`config.mk`:
```
export PLATFORM = sky130hd
export DESIGN_NAME = score_keeper_flat
export DESIGN_NICKNAME = d
export VERILOG_FILES = /design/src/rtl/score_keeper_if.sv /design/src/rtl/score_keeper.sv /design/src/flat_wrapper.sv
export SDC_FILE = /design/constraint.sdc
export NUM_CORES = 1
export LEC_CHECK = 0
export BUFFER_PORTS_ARGS = -buffer_cell sky130_fd_sc_hd__buf_2
export CAP_MARGIN = 20
export CORE_MARGIN = 2
export CORE_UTILIZATION = 49
export DETAILED_ROUTE_END_ITERATION = 10
export HOLD_SLACK_MARGIN = 0.08
export PLACE_DENSITY = 0.69
export REMOVE_ABC_BUFFERS = 1
export SLEW_MARGIN = 10
export SYNTH_ARGS = -nofsm -noshare
export SYNTH_HDL_FRONTEND = slang
export SYNTH_SLANG_ARGS = --single-unit
```
`constraint.sdc`:
```
create_clock -name clk -period 5.4 [get_ports clk]
set_clock_uncertainty 0.15 [all_clocks]
set_input_delay 0.54 -clock clk [delete_from_list [all_inputs] [get_ports clk]]
set_output_delay 0.54 -clock clk [all_outputs]
set_load 0.01 [all_outputs]
```
`src/rtl/score_keeper_if.sv`:
```
// score_keeper_if: game-event inputs and score outputs between the game logic and the score keeper.
interface score_keeper_if;
    logic        tick;
    logic        catch_evt;
    logic [3:0]  catch_pts;
    logic        miss_evt;
    logic        game_restart;
    logic        game_over;
    logic [13:0] score;
    logic [13:0] high_score;
    logic        new_score;
    logic [2:0]  multiplier;
    logic        new_high;
    modport master (
        output tick, catch_evt, catch_pts, miss_evt, game_restart, game_over,
        input  score, high_score, new_score, multiplier, new_high
    );
    modport slave (
        input  tick, catch_evt, catch_pts, miss_evt, game_restart, game_over,
        output score, high_score, new_score, multiplier, new_high
    );
endinterface

```
`src/rtl/score_keeper.sv`:
```
// score_keeper: saturating score with streak-based combo multiplier, frame-timed streak expiry and session high score.
module score_keeper #(
    parameter int MAX_SCORE    = 9999,
    parameter int COMBO_FRAMES = 90,
    parameter int STREAK_STEP  = 4
) (
    input logic clk,
    input logic reset,
    score_keeper_if.slave sk
);
    localparam int TW = $clog2(COMBO_FRAMES + 1);
    logic [13:0]   r_score, r_high;
    logic          r_new_score, r_new_high;
    logic [2:0]    r_mult;
    logic [3:0]    r_streak;
    logic [TW-1:0] r_timer;
    logic          w_live, w_catch, w_miss, w_tick, w_raise;
    logic [14:0]   w_sum;
    logic [13:0]   w_score;
    logic [3:0]    w_streak, w_step;
    logic [TW-1:0] w_timer;
    logic [2:0]    w_mult;
    always_comb begin
        w_live   = ~sk.game_over & ~sk.game_restart;
        w_catch  = sk.catch_evt & w_live;
        w_miss   = sk.miss_evt & w_live;
        w_tick   = sk.tick & w_live & ~w_catch & (r_timer != '0);
        w_raise  = r_score > r_high;
        w_sum    = 15'(r_score) + 15'(sk.catch_pts) * 15'(r_mult);
        w_score  = sk.game_restart ? 14'd0
                 : w_catch ? (w_sum > 15'(MAX_SCORE) ? 14'(MAX_SCORE) : w_sum[13:0])
                 : r_score;
        // miss beats a simultaneous catch for the streak; an expiring tick only clears without a catch
        w_streak = (sk.game_restart | w_miss) ? 4'd0
                 : w_catch ? (r_streak == 4'd15 ? 4'd15 : r_streak + 4'd1)
                 : (w_tick && r_timer == TW'(1)) ? 4'd0
                 : r_streak;
        w_timer  = sk.game_restart ? '0
                 : w_catch ? TW'(COMBO_FRAMES)
                 : w_tick ? r_timer - TW'(1)
                 : r_timer;
        w_step   = w_streak / 4'(STREAK_STEP);
        w_mult   = w_step >= 4'd3 ? 3'd4 : 3'(w_step) + 3'd1;
    end
    always_ff @(posedge clk) begin
        if (!reset) begin
            r_score     <= '0;
            r_high      <= '0;
            r_new_score <= 1'b0;
            r_new_high  <= 1'b0;
            r_mult      <= 3'd1;
            r_streak    <= '0;
            r_timer     <= '0;
        end else begin
            r_score     <= w_score;
            r_new_score <= w_score != r_score;
            r_streak    <= w_streak;
            r_timer     <= w_timer;
            r_mult      <= w_mult;
            if (w_raise) r_high <= r_score;
            r_new_high  <= ~sk.game_restart & (r_new_high | w_raise);
        end
    end
    assign sk.score      = r_score;
    assign sk.high_score = r_high;
    assign sk.new_score  = r_new_score;
    assign sk.multiplier = r_mult;
    assign sk.new_high   = r_new_high;
endmodule

```
`src/flat_wrapper.sv`:
```
// flat-port wrapper written by rule: the top's interface ports become plain ports
module score_keeper_flat 
#(
    parameter int MAX_SCORE    = 9999,
    parameter int COMBO_FRAMES = 90,
    parameter int STREAK_STEP  = 4
)
  (clk, reset, sk_tick, sk_catch_evt, sk_catch_pts, sk_miss_evt, sk_game_restart, sk_game_over, sk_score, sk_high_score, sk_new_score, sk_multiplier, sk_new_high);
  score_keeper_if sk_i ();
  input logic clk;
  input logic reset;
  input wire logic [$bits(sk_i.tick)-1:0] sk_tick;
  input wire logic [$bits(sk_i.catch_evt)-1:0] sk_catch_evt;
  input wire logic [$bits(sk_i.catch_pts)-1:0] sk_catch_pts;
  input wire logic [$bits(sk_i.miss_evt)-1:0] sk_miss_evt;
  input wire logic [$bits(sk_i.game_restart)-1:0] sk_game_restart;
  input wire logic [$bits(sk_i.game_over)-1:0] sk_game_over;
  output wire logic [$bits(sk_i.score)-1:0] sk_score;
  output wire logic [$bits(sk_i.high_score)-1:0] sk_high_score;
  output wire logic [$bits(sk_i.new_score)-1:0] sk_new_score;
  output wire logic [$bits(sk_i.multiplier)-1:0] sk_multiplier;
  output wire logic [$bits(sk_i.new_high)-1:0] sk_new_high;
  assign sk_i.tick = sk_tick;
  assign sk_i.catch_evt = sk_catch_evt;
  assign sk_i.catch_pts = sk_catch_pts;
  assign sk_i.miss_evt = sk_miss_evt;
  assign sk_i.game_restart = sk_game_restart;
  assign sk_i.game_over = sk_game_over;
  assign sk_score = sk_i.score;
  assign sk_high_score = sk_i.high_score;
  assign sk_new_score = sk_i.new_score;
  assign sk_multiplier = sk_i.multiplier;
  assign sk_new_high = sk_i.new_high;
  score_keeper #(.MAX_SCORE(MAX_SCORE), .COMBO_FRAMES(COMBO_FRAMES), .STREAK_STEP(STREAK_STEP)) u_core (.clk(clk), .reset(reset), .sk(sk_i));
endmodule
```
After elaboration in Yosys (flattened, before gate mapping)
Cells that the tools add are included.

word-level totals
  bits in registers = 44
  input bits = 11
  output and inout port bits = 33
  word-level logic and storage cells = 52

cells by class
  reduce and logical (&&, ||, !) cells = 8
  equal/unequal tests = 3
  bitwise operators = 13
  mux-type cells = 10
  add/subtract/negate cells = 4
  $lt $le $gt $ge = 3
  $mul = 1

operators with widths
  operator                                                                           number
  14-bit 2-to-1 mux                                                                  3
  4-bit 2-to-1 mux                                                                   4
  14-bit by 7-bit adder with 15-bit output                                           1
  15-bit by 14-bit greater-than comparator with 1-bit output, second input constant  1
  14-bit greater-than comparator                                                     1
  7-bit 2-to-1 mux                                                                   2
  14-bit != test                                                                     1
  1-bit AND                                                                          7
  7-bit by 1-bit equality test with 1-bit output, second input constant              1
  4-bit by 3-bit multiplier with 7-bit output                                        1
  7-bit nonzero test                                                                 1
  7-bit by 1-bit subtractor with 7-bit output, second input constant                 1
  2-bit OR reduction                                                                 3
  4-bit by 1-bit adder with 4-bit output, second input constant                      1
  4-bit equality test, second input constant                                         1
  1-bit NOT                                                                          4
  2-bit nonzero test                                                                 2
  2-bit by 1-bit adder with 3-bit output, second input constant                      1
  3-bit 2-to-1 mux                                                                   1
  3-bit OR reduction                                                                 1
  2-bit greater-or-equal comparator, second input constant                           1
  1-bit bitwise OR                                                                   2
  1-bit logical AND                                                                  1

Depth between registers and ports, before layout
Gate-level depths: netlist (run 1).

  depth in word-level cells = 12
  depth in mapped cells = 17

Worst setup path before layout (run 1)
OpenSTA, ideal clock, no wires.

  path type = input to register
  from = input port sk_catch_pts[0]
  to = register u_core.r_new_score, in the netlist u_core.sk.new_score
  path buffers = 0
  stages = 14
  setup slack = 1.057 ns
  data required time = 5.125 ns
  arrival = 4.068 ns
  setup time = 0.125 ns
  cells stage by stage = nand2_1 > fa_1 > inv_1 > fa_1 > fa_1 > a21o_1 > a21oi_1 > xor2_1 > nand4_1 > o21bai_1 > a21oi_4 > mux2i_1 > o211ai_1 > o41a_1

on the way
  word-level cells in the longest chain between the ends = 7

ends and longest elaborated chain
  what                                                        RTL line            RTL
  start: declaration                                          flat_wrapper.sv:14  input wire logic [$bits(sk_i.catch_pts)-1:0] sk_catch_pts;
  4-bit by 3-bit multiplier with 7-bit output (*)             score_keeper.sv:29  w_sum = 15'(r_score) + 15'(sk.catch_pts) * 15'(r_mult);
  14-bit by 7-bit adder with 15-bit output (*)                score_keeper.sv:29
  15-bit by 14-bit greater-than comparator with 1-bit output  score_keeper.sv:31  : w_catch ? (w_sum > 15'(MAX_SCORE) ? 14'(MAX_SCORE) : w_sum[13:0])
  14-bit 2-to-1 mux (*) (2 in series)                         score_keeper.sv:31
  14-bit 2-to-1 mux (*)                                       score_keeper.sv:30  w_score = sk.game_restart ? 14'd0
  14-bit != test (*)                                          score_keeper.sv:56  r_new_score <= w_score != r_score;
  end signal: assignment                                      score_keeper.sv:56
  end: declaration                                            score_keeper.sv:13  logic r_new_score, r_new_high;

Mark *: on every way between the ends. The rest lies on a longest branch, timed or not.
A chain may end at the register's enable or synchronous reset.

Worst setup path after layout (run 1)
  from = register u_core.r_mult[2], in the netlist u_core.sk.multiplier[2]
  to = register u_core.r_new_score, in the netlist u_core.sk.new_score

on the way
  word-level cells in the longest chain between the ends = 7

ends and longest elaborated chain
  what                                                        RTL line            RTL
  start: declaration                                          score_keeper.sv:14  logic [2:0] r_mult;
  start signal: assignment                                    score_keeper.sv:59  r_mult <= w_mult;
  4-bit by 3-bit multiplier with 7-bit output (*)             score_keeper.sv:29
  14-bit by 7-bit adder with 15-bit output (*)                score_keeper.sv:29
  15-bit by 14-bit greater-than comparator with 1-bit output  score_keeper.sv:31
  14-bit 2-to-1 mux (*) (2 in series)                         score_keeper.sv:31
  14-bit 2-to-1 mux (*)                                       score_keeper.sv:30
  14-bit != test (*)                                          score_keeper.sv:56

Marked as above.

==> metrics.txt, run 1 <==
CTS root buffer=clkbuf_8; Switching Share=28.13%; Slew Viols, Final=0; PD cells=173.6 nW/um2; total clock sinks=44; Mapped Area=3348 um2; clock power share=32.5%; Slew HR=52.01%; cell leakage power=1.614 nW; worst vdd ir=0.09467 mV; Int Pwr=0.4606 mW; MaxCap Viol Count=0; ANT cells=0; Hold Fails Final Rpt=0; port bufs=43; Fillers=612; # setup viols final=0; GRT Util Overall=21.40%; Post-Synthesis Cells=412; Comb power frac=15.5%; hold_buf cts=0; nets=490; Worst Path Required=5440 ps; via total after detailed routing=3083; asr flop ratio synth=0%; fin crit period=4468 ps; status=finished, final reports clean; crit start category=flop; Synth top area share=26.31%; flip-flop and latch count after synthesis=44; worst-path maximum fanout=7; gr ovfl total=0; post-route ant nets=0; core area=6719 um2; Synth area leader=dfxtp_1; Fmax=223.8 MHz; largest cells by area after synthesis=dfxtp_1 26%, ha_1 11%, nand2_1 5.6%; final wirelength=7.909 mm; average cell area after synthesis=8.127 um2; largest net degree at the start of global routing=45; number of unique standard cell types used by synthesis=59; share of layout cells above drive strength 1=14.86%; Skew-Pair Late Insertion Delay=300 ps; Hold Path Class=flop to flop; Die Y=86.66 um; Slew @ Worst Pin=719.8 ps; TNS Setup=0 ps; worst setup margin=932.1 ps; num rows=30; CTS tree=yes; WHS=321.8 ps; Seq pwr share=51.9%; Primary FF master, synth=dfxtp_1; DR WL/cell=15.09 um; Via density=5.884; hpwl dp=5.760 mm; Die ar.=7510 um2; CTS buffer count=5; NetSw=0.1803 mW; Post-synth EDFFs=0; Post-Place Setup Slack=700.2 ps; RSZ-0062 raised after global routing=false; Starting Density=49.83%; total power=0.6409 mW; RePlAce Congestion=0.8829; Clock transition at path regs=90 ps; period utilisation layout=82.74%; sequential area share after synthesis=26.31%; die width=86.66 um; WS Path Type=flop to flop; # Post-CTS Setup Buffers=0; Critical Path Sink Type=flop; Core Util, Final=54.95%; H-tree levels=2; initial drt markers=341; DRC violations left=0; post-CTS sizing=0; first-pass GRT wire length=12.98 mm; TritonRoute pass-1 iters=5; CTS max path bufs=2; initial antenna violation count=0; data arrival time of the worst path=4510 ps; IO Pins=44; Ys Warns=0; P&R area growth vs syn=10.28%; vias in the first global route=2686
cell usage after synthesis, drive strengths merged (5+ instances only):
library cell / n
a21o: 10
a21oi: 23
and2: 12
buf: 5
clkbuf: 16
dfxtp: 44
fa: 7
ha: 29
inv: 37
mux2i: 16
nand2: 50
nand2b: 5
nand3: 5
nand4: 7
nor2: 22
nor2b: 11
nor3: 10
nor4: 7
o21ai: 22
or3: 5
xor2: 5
per-stage QoR:
step           instance area (um2)  cells
3_5_place_dp                  3593    515
6_report                      3692    524
2_1_floorplan                 3263    391
5_1_grt                       3692    524
4_1_cts                       3681    523
3_3_place_gp                  3593    515
power groups by stage:
stage	combinational, mW	clock, mW	sequential [mW]
final	0.0995	0.209	0.333
after global routing	0.110	0.230	0.334
after CTS	0.0976	0.214	0.333
after global placement	0.0956	0	0.340
after detailed placement	0.0974	0	0.341
after floorplan	0.0669	0	0.341
metal layers:
layer / GRT usage (%) / part of all wire [%] / vias to the layer above
li1: - / - / 1520
met1: 30.53 / 47 / 1418
met2: 33.50 / 45 / 135
met3: 3.048 / 6.4 / 10
met4: 6.534 / 1.5 / 0
met5: 0 / 0 / -
final cells by class:
type                            count  area (um2)  area share (%)
Tap cell                           80       100.1           2.711
Clock buffer                        5       68.82           1.864
Clock inverter                      3       18.77          0.5083
Multi-Input combinational cell    310        2251           60.96
Inverter                           37       138.9           3.761
Timing Repair Buffer               45       234.0           6.337
Sequential cell                    44       880.8           23.86
sequential cells by signal (all words and copies together) (netlist names):
| register | count |
|---|---|
| u_core.sk.new_high | 1 |
| u_core.sk.new_score | 1 |
| u_core.sk.high_score | 14 |
| u_core.sk.score | 14 |
| u_core.r_streak | 4 |
| u_core.sk.multiplier | 3 |
| u_core.r_timer | 7 |
critical path, cell delays in order (launching register included):
cell	delay, ps
dfxtp_1	380
nand2_1	100
fa_1	540
inv_1	50
fa_1	510
fa_1	500
a21o_1	230
a21oi_1	170
xor2_1	340
nand4_1	190
o21bai_1	230
a21oi_4	260
mux2i_1	210
o211ai_1	90
o41a_1	400
cells in the final DEF (no fill, tap or decap), types with 12 or more instances in the layout:
master	synthesis	routed
inv_1	37	37
nand2_1	50	50
buf_2	5	43
ha_1	29	29
dfxtp_1	44	44
mux2i_1	16	16
a21oi_1	21	21
and2_1	12	12
nor2_1	22	22
o21ai_0	19	19
cell families after synthesis:
kind of cell	Yosys count	synth area share, %
AND/OR/NAND/NOR	148	22.68
XOR/XNOR	9	2.354
flip-flops	44	26.31
buffers and inverters	58	6.689
adder cells (fa/ha/maj)	36	15.02
AO/OA/AOI/OAI	101	22.16
multiplexers	16	4.783
worst paths after layout:
kind,from,to,slack (ps),depth (start not counted)
worst max-delay path,u_core.sk.multiplier[2]$_SDFF_PN0_,u_core.sk.new_score$_SDFF_PN0_,930,14
worst min-delay path,u_core.sk.high_score[11]$_SDFFE_PN0P_,u_core.sk.high_score[11]$_SDFFE_PN0P_,320,2
worst max register to register,u_core.sk.multiplier[2]$_SDFF_PN0_,u_core.sk.new_score$_SDFF_PN0_,930,14
worst min register to register,u_core.sk.high_score[11]$_SDFFE_PN0P_,u_core.sk.high_score[11]$_SDFFE_PN0P_,320,2
(Power assumes the default switching activity.)
==> run 2, diff against run 1 <==
--- a/config.mk
+++ b/config.mk
@@ -5,13 +5,14 @@
 export SDC_FILE = /design/constraint.sdc
 export NUM_CORES = 1
 export LEC_CHECK = 0
+export ABC_AREA = 1
 export BUFFER_PORTS_ARGS = -buffer_cell sky130_fd_sc_hd__buf_2
 export CAP_MARGIN = 20
 export CORE_MARGIN = 2
 export CORE_UTILIZATION = 49
 export DETAILED_ROUTE_END_ITERATION = 10
 export HOLD_SLACK_MARGIN = 0.08
-export PLACE_DENSITY = 0.69
+export PLACE_DENSITY = 0.72
 export REMOVE_ABC_BUFFERS = 1
 export SLEW_MARGIN = 10
 export SYNTH_ARGS = -nofsm -noshare
==> constraint.sdc (replaced) <==
create_clock -name clk -period 4.05 [get_ports clk]
set_clock_uncertainty 0.15 [all_clocks]
set_input_delay 0.405 -clock clk [delete_from_list [all_inputs] [get_ports clk]]
set_output_delay 0.405 -clock clk [all_outputs]
set_load 0.01 [all_outputs]
==> metrics.txt, run 2 <==
met1 global-route usage=27.02%; Worst Path Required=4080 ps; die width=87.56 um; placed insts=663; worst vdd ir=0.1766 mV; Starting Density=50.63%; total power=1.135 mW; TNS Setup=0 ps; CTS buffer count=5; Synth area leader=dfxtp_1; final wirelength=8.707 mm; most frequent cells in the layout=109 x nand2_1, 80 x inv_1, 55 x nor2_1; # setup viols final=0; initial drt markers=160; R2R Path Start=u_core.sk.multiplier[2]$_SDFF_PN0_; Die ar.=7666 um2; crit start category=flop; MaxCap Viol Count=0; ANT cells=0; RSZ-0062 raised after global routing=true; WHS=319.9 ps; Post-Synthesis Cells=531; PD cells=270.9 nW/um2; Slew @ Worst Pin=704.3 ps; most common cell after layout, fill and taps aside=nand2_1; Core Util, Final=62.00%; Synth top area share=25.75%; IO Pins=44; RR Endpoint=u_core.sk.new_score$_SDFF_PN0_; share of layout cells above drive strength 1=24.24%; period utilisation layout=95.21%; Clock transition at path regs=80 ps; num rows=30; Mapped Area=3421 um2; largest net degree at the start of global routing=37; DP Area=3827 um2; flip-flop and latch count after synthesis=44; asr flop ratio synth=0%; hold_buf cts=0; data arrival time of the worst path=3880 ps; Ys Warns=0; post-route ant nets=0; Global Route met2 Usage=39.81%; first-pass GRT wire length=13.79 mm; total clock sinks=44; largest cells by area after synthesis=dfxtp_1 26%, nand2_1 14%, ha_1 11%; sequential area share after synthesis=25.75%; Critical Path Sink Type=flop; H-tree levels=2; Setup crit start=u_core.sk.multiplier[2]$_SDFF_PN0_; Post-synth EDFFs=0; Skew-Pair Late Insertion Delay=290 ps; Slew Viols, Final=0; vias in the first global route=3209; Synth top cells by count=131 x nand2_1, 83 x inv_1, 59 x nor2_1; Post-Layout Cell Count=674; DR WL/cell=12.92 um; via total after detailed routing=3498; most frequent cell after synthesis=nand2_1; end point of the critical path=u_core.sk.new_score$_SDFF_PN0_; port bufs=43; DRC violations left=0; CTS root buffer=clkbuf_8; core area=6756 um2; worst-path maximum fanout=8; WS Path Type=flop to flop; Post-Place Setup Slack=-133.8 ps; P&R area growth vs syn=22.46%; Hold Fails Final Rpt=0; fin crit period=3856 ps; initial antenna violation count=0; Hold Path Class=flop to flop; CTS tree=yes; GRT Util Overall=22.20%; Fmax=259.3 MHz; hpwl dp=6.689 mm; setup slack, reg-to-reg=190 ps; status=finished, final reports clean; nets=640; gr ovfl total=0; Slew HR=52.93%; post-route cell area=4189 um2; RePlAce Congestion=0.9109; Die Y=87.56 um; Primary FF master, synth=dfxtp_1; Via density=5.190; gr busiest metal=met2; cell leakage power=2.069 nW; worst reg2reg path depth=25; average cell area after synthesis=6.442 um2; TritonRoute pass-1 iters=4; CTS max path bufs=2; met3 Use GR=4.524%; number of unique standard cell types used by synthesis=34; worst setup margin=194.1 ps
[run 2: cell count changes after synthesis, moves of 6 or more]
cell	previous run	this run
mux2i_1	16	0
clkbuf_1	16	9
and2_1	12	0
nor2_1	22	59
nand4_1	7	1
a21oi_1	21	36
a21o_1	10	0
o21ai_0	19	33
nor2b_1	11	0
nand2_1	50	131
inv_1	37	83
nand2_2	0	12
nand3_1	5	48
[run 2: cells by family (layout without fill, tap and decap cells)]
logic type,after synthesis,count (layout),synth area share (%)
AO/OA/AOI/OAI,79,79,12.33
XOR/XNOR,1,1,0.2561
adder cells (fa/ha/maj),36,36,14.70
buffers and inverters,95,157,10.94
flip-flops,44,44,25.75
AND/OR/NAND/NOR,276,277,36.03
[run 2: layout make-up]
cell class | instances | area (um2)
fillers | 632 | 2567
multi-input cells | 393 | 2419
flip-flops and latches | 44 | 889.6
repair buffers | 65 | 380.4
inverters | 84 | 315.3
well taps | 80 | 100.1
clock buffers | 7 | 76.32
clock inverters | 1 | 8.758
[run 2: metal layers]
layer	vias to the layer above	wire length, um
li1	1824	-
met1	1585	3746
met2	73	4411
met3	16	389
met4	0	159
met5	-	0
[run 2: worst min path at each step]
stage | startpoint | to | slack, ps | depth (start not counted)
6_report | u_core.sk.new_high$_SDFF_PN0_ | u_core.sk.new_high$_SDFF_PN0_ | 320 | 2
3_5_place_dp | u_core.sk.new_high$_SDFF_PN0_ | u_core.sk.new_high$_SDFF_PN0_ | 300 | 2
4_1_cts | sk_miss_evt | u_core.r_streak[2]$_SDFF_PN0_ | 320 | 4
2_1_floorplan | u_core.r_streak[1]$_SDFFE_PP0P_ | u_core.r_streak[1]$_SDFFE_PP0P_ | 310 | 2
3_3_place_gp | u_core.sk.new_high$_SDFF_PN0_ | u_core.sk.new_high$_SDFF_PN0_ | 300 | 2
5_1_grt | u_core.sk.high_score[10]$_SDFFE_PN0P_ | u_core.sk.high_score[10]$_SDFFE_PN0P_ | 350 | 2
[run 2: critical path, cell delays in order, from the launching register on]
cell	delay, ps
dfxtp_4	360
nand2_1	60
inv_1	50
fa_1	520
inv_1	50
fa_1	490
inv_2	50
ha_4	320
nand2_2	60
nor2_1	110
nand3_1	100
nand2_1	70
nand2_1	50
nand2_2	130
nand2_4	80
nor2_4	170
nand3_4	150
nand2_8	150
buf_4	110
nand2_1	60
nand3_1	80
nand2_1	70
nor2_1	90
nand3_1	80
nor2_1	80
nor2_1	40
[run 2: what timing repair did]
item                       in CTS  in global routing
setup buffers                   0                  2
setup endpoints to repair       1                  6
cloned                          1                  0
pin swaps                       1                 34
resized for setup               3                 63
[run 2: power breakdown]
part / leakage [nW] / internal (mW) / switching [mW]
Clock: 0.0424 / 0.123 / 0.147
Combinational: 1.67 / 0.136 / 0.230
Sequential: 0.359 / 0.475 / 0.0232
Total: 2.07 / 0.734 / 0.400
==> run 3, diff against run 2 <==
--- a/config.mk
+++ b/config.mk
@@ -9,10 +9,9 @@
 export BUFFER_PORTS_ARGS = -buffer_cell sky130_fd_sc_hd__buf_2
 export CAP_MARGIN = 20
 export CORE_MARGIN = 2
-export CORE_UTILIZATION = 49
+export CORE_UTILIZATION = 35
 export DETAILED_ROUTE_END_ITERATION = 10
 export HOLD_SLACK_MARGIN = 0.08
-export PLACE_DENSITY = 0.72
 export REMOVE_ABC_BUFFERS = 1
 export SLEW_MARGIN = 10
 export SYNTH_ARGS = -nofsm -noshare
==> constraint.sdc (replaced) <==
create_clock -name clk -period 4.05 [get_ports clk]
set_clock_uncertainty 0.15 [all_clocks]
set_input_delay 1.0125 -clock clk [delete_from_list [all_inputs] [get_ports clk]]
set_output_delay 1.0125 -clock clk [all_outputs]
set_load 0.01 [all_outputs]
==> metrics.txt, run 3 (synthesis gave the netlist of run 2 again) <==
status=finished, violations left; violated checks=negative setup slack; RSZ-0062 raised after global routing=true; DRC violations left=0; Slew @ Worst Pin=731.9 ps; crit start category=input pin; vias in the first global route=3360; Skew-Pair Late Insertion Delay=300 ps; ANT cells=0; final wirelength=9.502 mm; hpwl dp=7.196 mm; core area=9639 um2; largest net degree at the start of global routing=36; DR WL/cell=12.40 um; Buf+Inv Stages, Crit Path=2; RePlAce Congestion=0.8606; Switching Share=31.01%; WS Path Type=input pin to flop; post-route ant nets=0; Critical Path Max Stage Delay=580 ps; most common cell after layout, fill and taps aside=nand2_1; nets=679; Die Y=102.9 um; PD cells=282.7 nW/um2; worst-path maximum fanout=8; Comb power frac=29.0%; Slew Viols, Final=0; H-tree levels=2; Clock transition at path regs=90 ps; # setup viols final=4; NetSw=0.4227 mW; Die ar.=10580 um2; CTS root buffer=clkbuf_8; Hold Fails Final Rpt=0; Via density=4.795; clock power share=34.3%; setup slack, reg-to-reg=50 ps; port bufs=43; worst path cell trace=buf_8, nand2_4, fa_1, inv_1, fa_1, fa_2, nand3_2, nor3_2, nand3b_1, nor2_2, nor2_2, nand3_4, nand2_8, nand2_8, nand2_4, nand3_1, nand2_1, nand2_1, nor2_1, nand2_1, nor2_1, nor2_1; Slew HR=51.09%; first-pass GRT wire length=15.08 mm; total clock sinks=44; Core Util, Final=50.01%; cell leakage power=2.325 nW; Seq pwr share=36.7%; IO Pins=44; Int Pwr=0.9404 mW; CTS max path bufs=2; Starting Density=35.49%; Hold Path Class=flop to flop; Worst Path Required=4100 ps; MaxCap Viol Count=0; Fmax=232.3 MHz; num rows=36; CTS tree=yes; TritonRoute pass-1 iters=4; most frequent cells in the layout=99 x nand2_1, 79 x inv_1, 53 x nor2_1; initial antenna violation count=0; Critical Path Sink Type=flop; share of layout cells above drive strength 1=32.07%; GRT Util Overall=17.96%; TNS Setup=-459.7 ps; fin crit period=4304 ps; die width=102.9 um; data arrival time of the worst path=4350 ps; gr ovfl total=0; slowest CP cell=fa_2; Post-Place Setup Slack=-727.6 ps; delay-heaviest family, CP=adder cells; CTS buffer count=5; worst setup margin=-254.1 ps; worst vdd ir=0.1424 mV; initial drt markers=128; P&R area growth vs syn=40.93%; Fillers=978; via total after detailed routing=3673; period utilisation layout=106.3%
## run 3: changes by cell type in the layout (fill, tap and decap cells not counted), sizes merged
cell / delta
clkbuf: -2
clkinv: -1
bufinv: +3
buf: +39
## run 3: final cells by class
| class | instances | area (um2) | share of cell area (%) |
|---|---|---|---|
| Clock buffer | 5 | 68.82 | 1.427 |
| Clock inverter | 3 | 90.09 | 1.869 |
| Inverter | 84 | 315.3 | 6.540 |
| Multi-Input combinational cell | 393 | 2557 | 53.05 |
| Sequential cell | 44 | 880.8 | 18.27 |
| Tap cell | 133 | 166.4 | 3.452 |
| Timing Repair Buffer | 104 | 742.0 | 15.39 |
## run 3: path summary, 6_finish.rpt
kind,start,end,cells after the start
setup / recovery,sk_catch_pts[2],u_core.sk.new_score$_SDFF_PN0_,22
hold / removal,u_core.sk.high_score[12]$_SDFFE_PN0P_,u_core.sk.high_score[12]$_SDFFE_PN0P_,2
setup reg to reg,u_core.sk.multiplier[0]$_SDFF_PN1_,u_core.sk.new_score$_SDFF_PN0_,21
hold reg to reg,u_core.sk.high_score[12]$_SDFFE_PN0P_,u_core.sk.high_score[12]$_SDFFE_PN0P_,2
## run 3: power by group through the flow
stage	Combinational [mW]	Clock, mW	Sequential, mW
4_1_cts	0.381	0.477	0.501
5_1_grt	0.446	0.497	0.506
3_5_place_dp	0.363	0	0.511
2_1_floorplan	0.221	0	0.528
6_report	0.395	0.467	0.500
3_3_place_gp	0.357	0	0.509
## run 3: worst min-delay path: cells and delay by family (launching register included)
kind / cells / cell delay (ps)
AO/OA/AOI/OAI: 1 / 60
buffers and inverters: 1 / 70
flip-flops: 1 / 310
## run 3: timing repair
| action | CTS | global route |
|---|---|---|
| hold buffers | 0 | 0 |
| gates cloned | 1 | 0 |
| pin swaps | 40 | 34 |
| gates resized for setup | 63 | 42 |
| buffers inserted | 8 | 4 |
| hold endpoints to repair | 0 | 0 |
| endpoints found under the setup margin | 13 | 13 |
## run 3: routing by layer
metal  global-route usage (%)  part of all wire [%]
met5                        0                     0
met4                    4.453                   1.7
met3                    3.186                   3.5
met2                    32.38                    51
met1                    22.19                    44
## run 3: metrics by stage
step | hold slack, ps | cells | total power, mW | area (um2)
after floorplan | 305.4 | 520 | 0.7493 | 3362
after global placement | 311.6 | 747 | 0.8667 | 4126
after detailed placement | 314.8 | 747 | 0.8742 | 4126
after CTS | 327.8 | 764 | 1.359 | 4622
after global routing | 352.9 | 766 | 1.449 | 4821
final | 326.8 | 766 | 1.363 | 4821
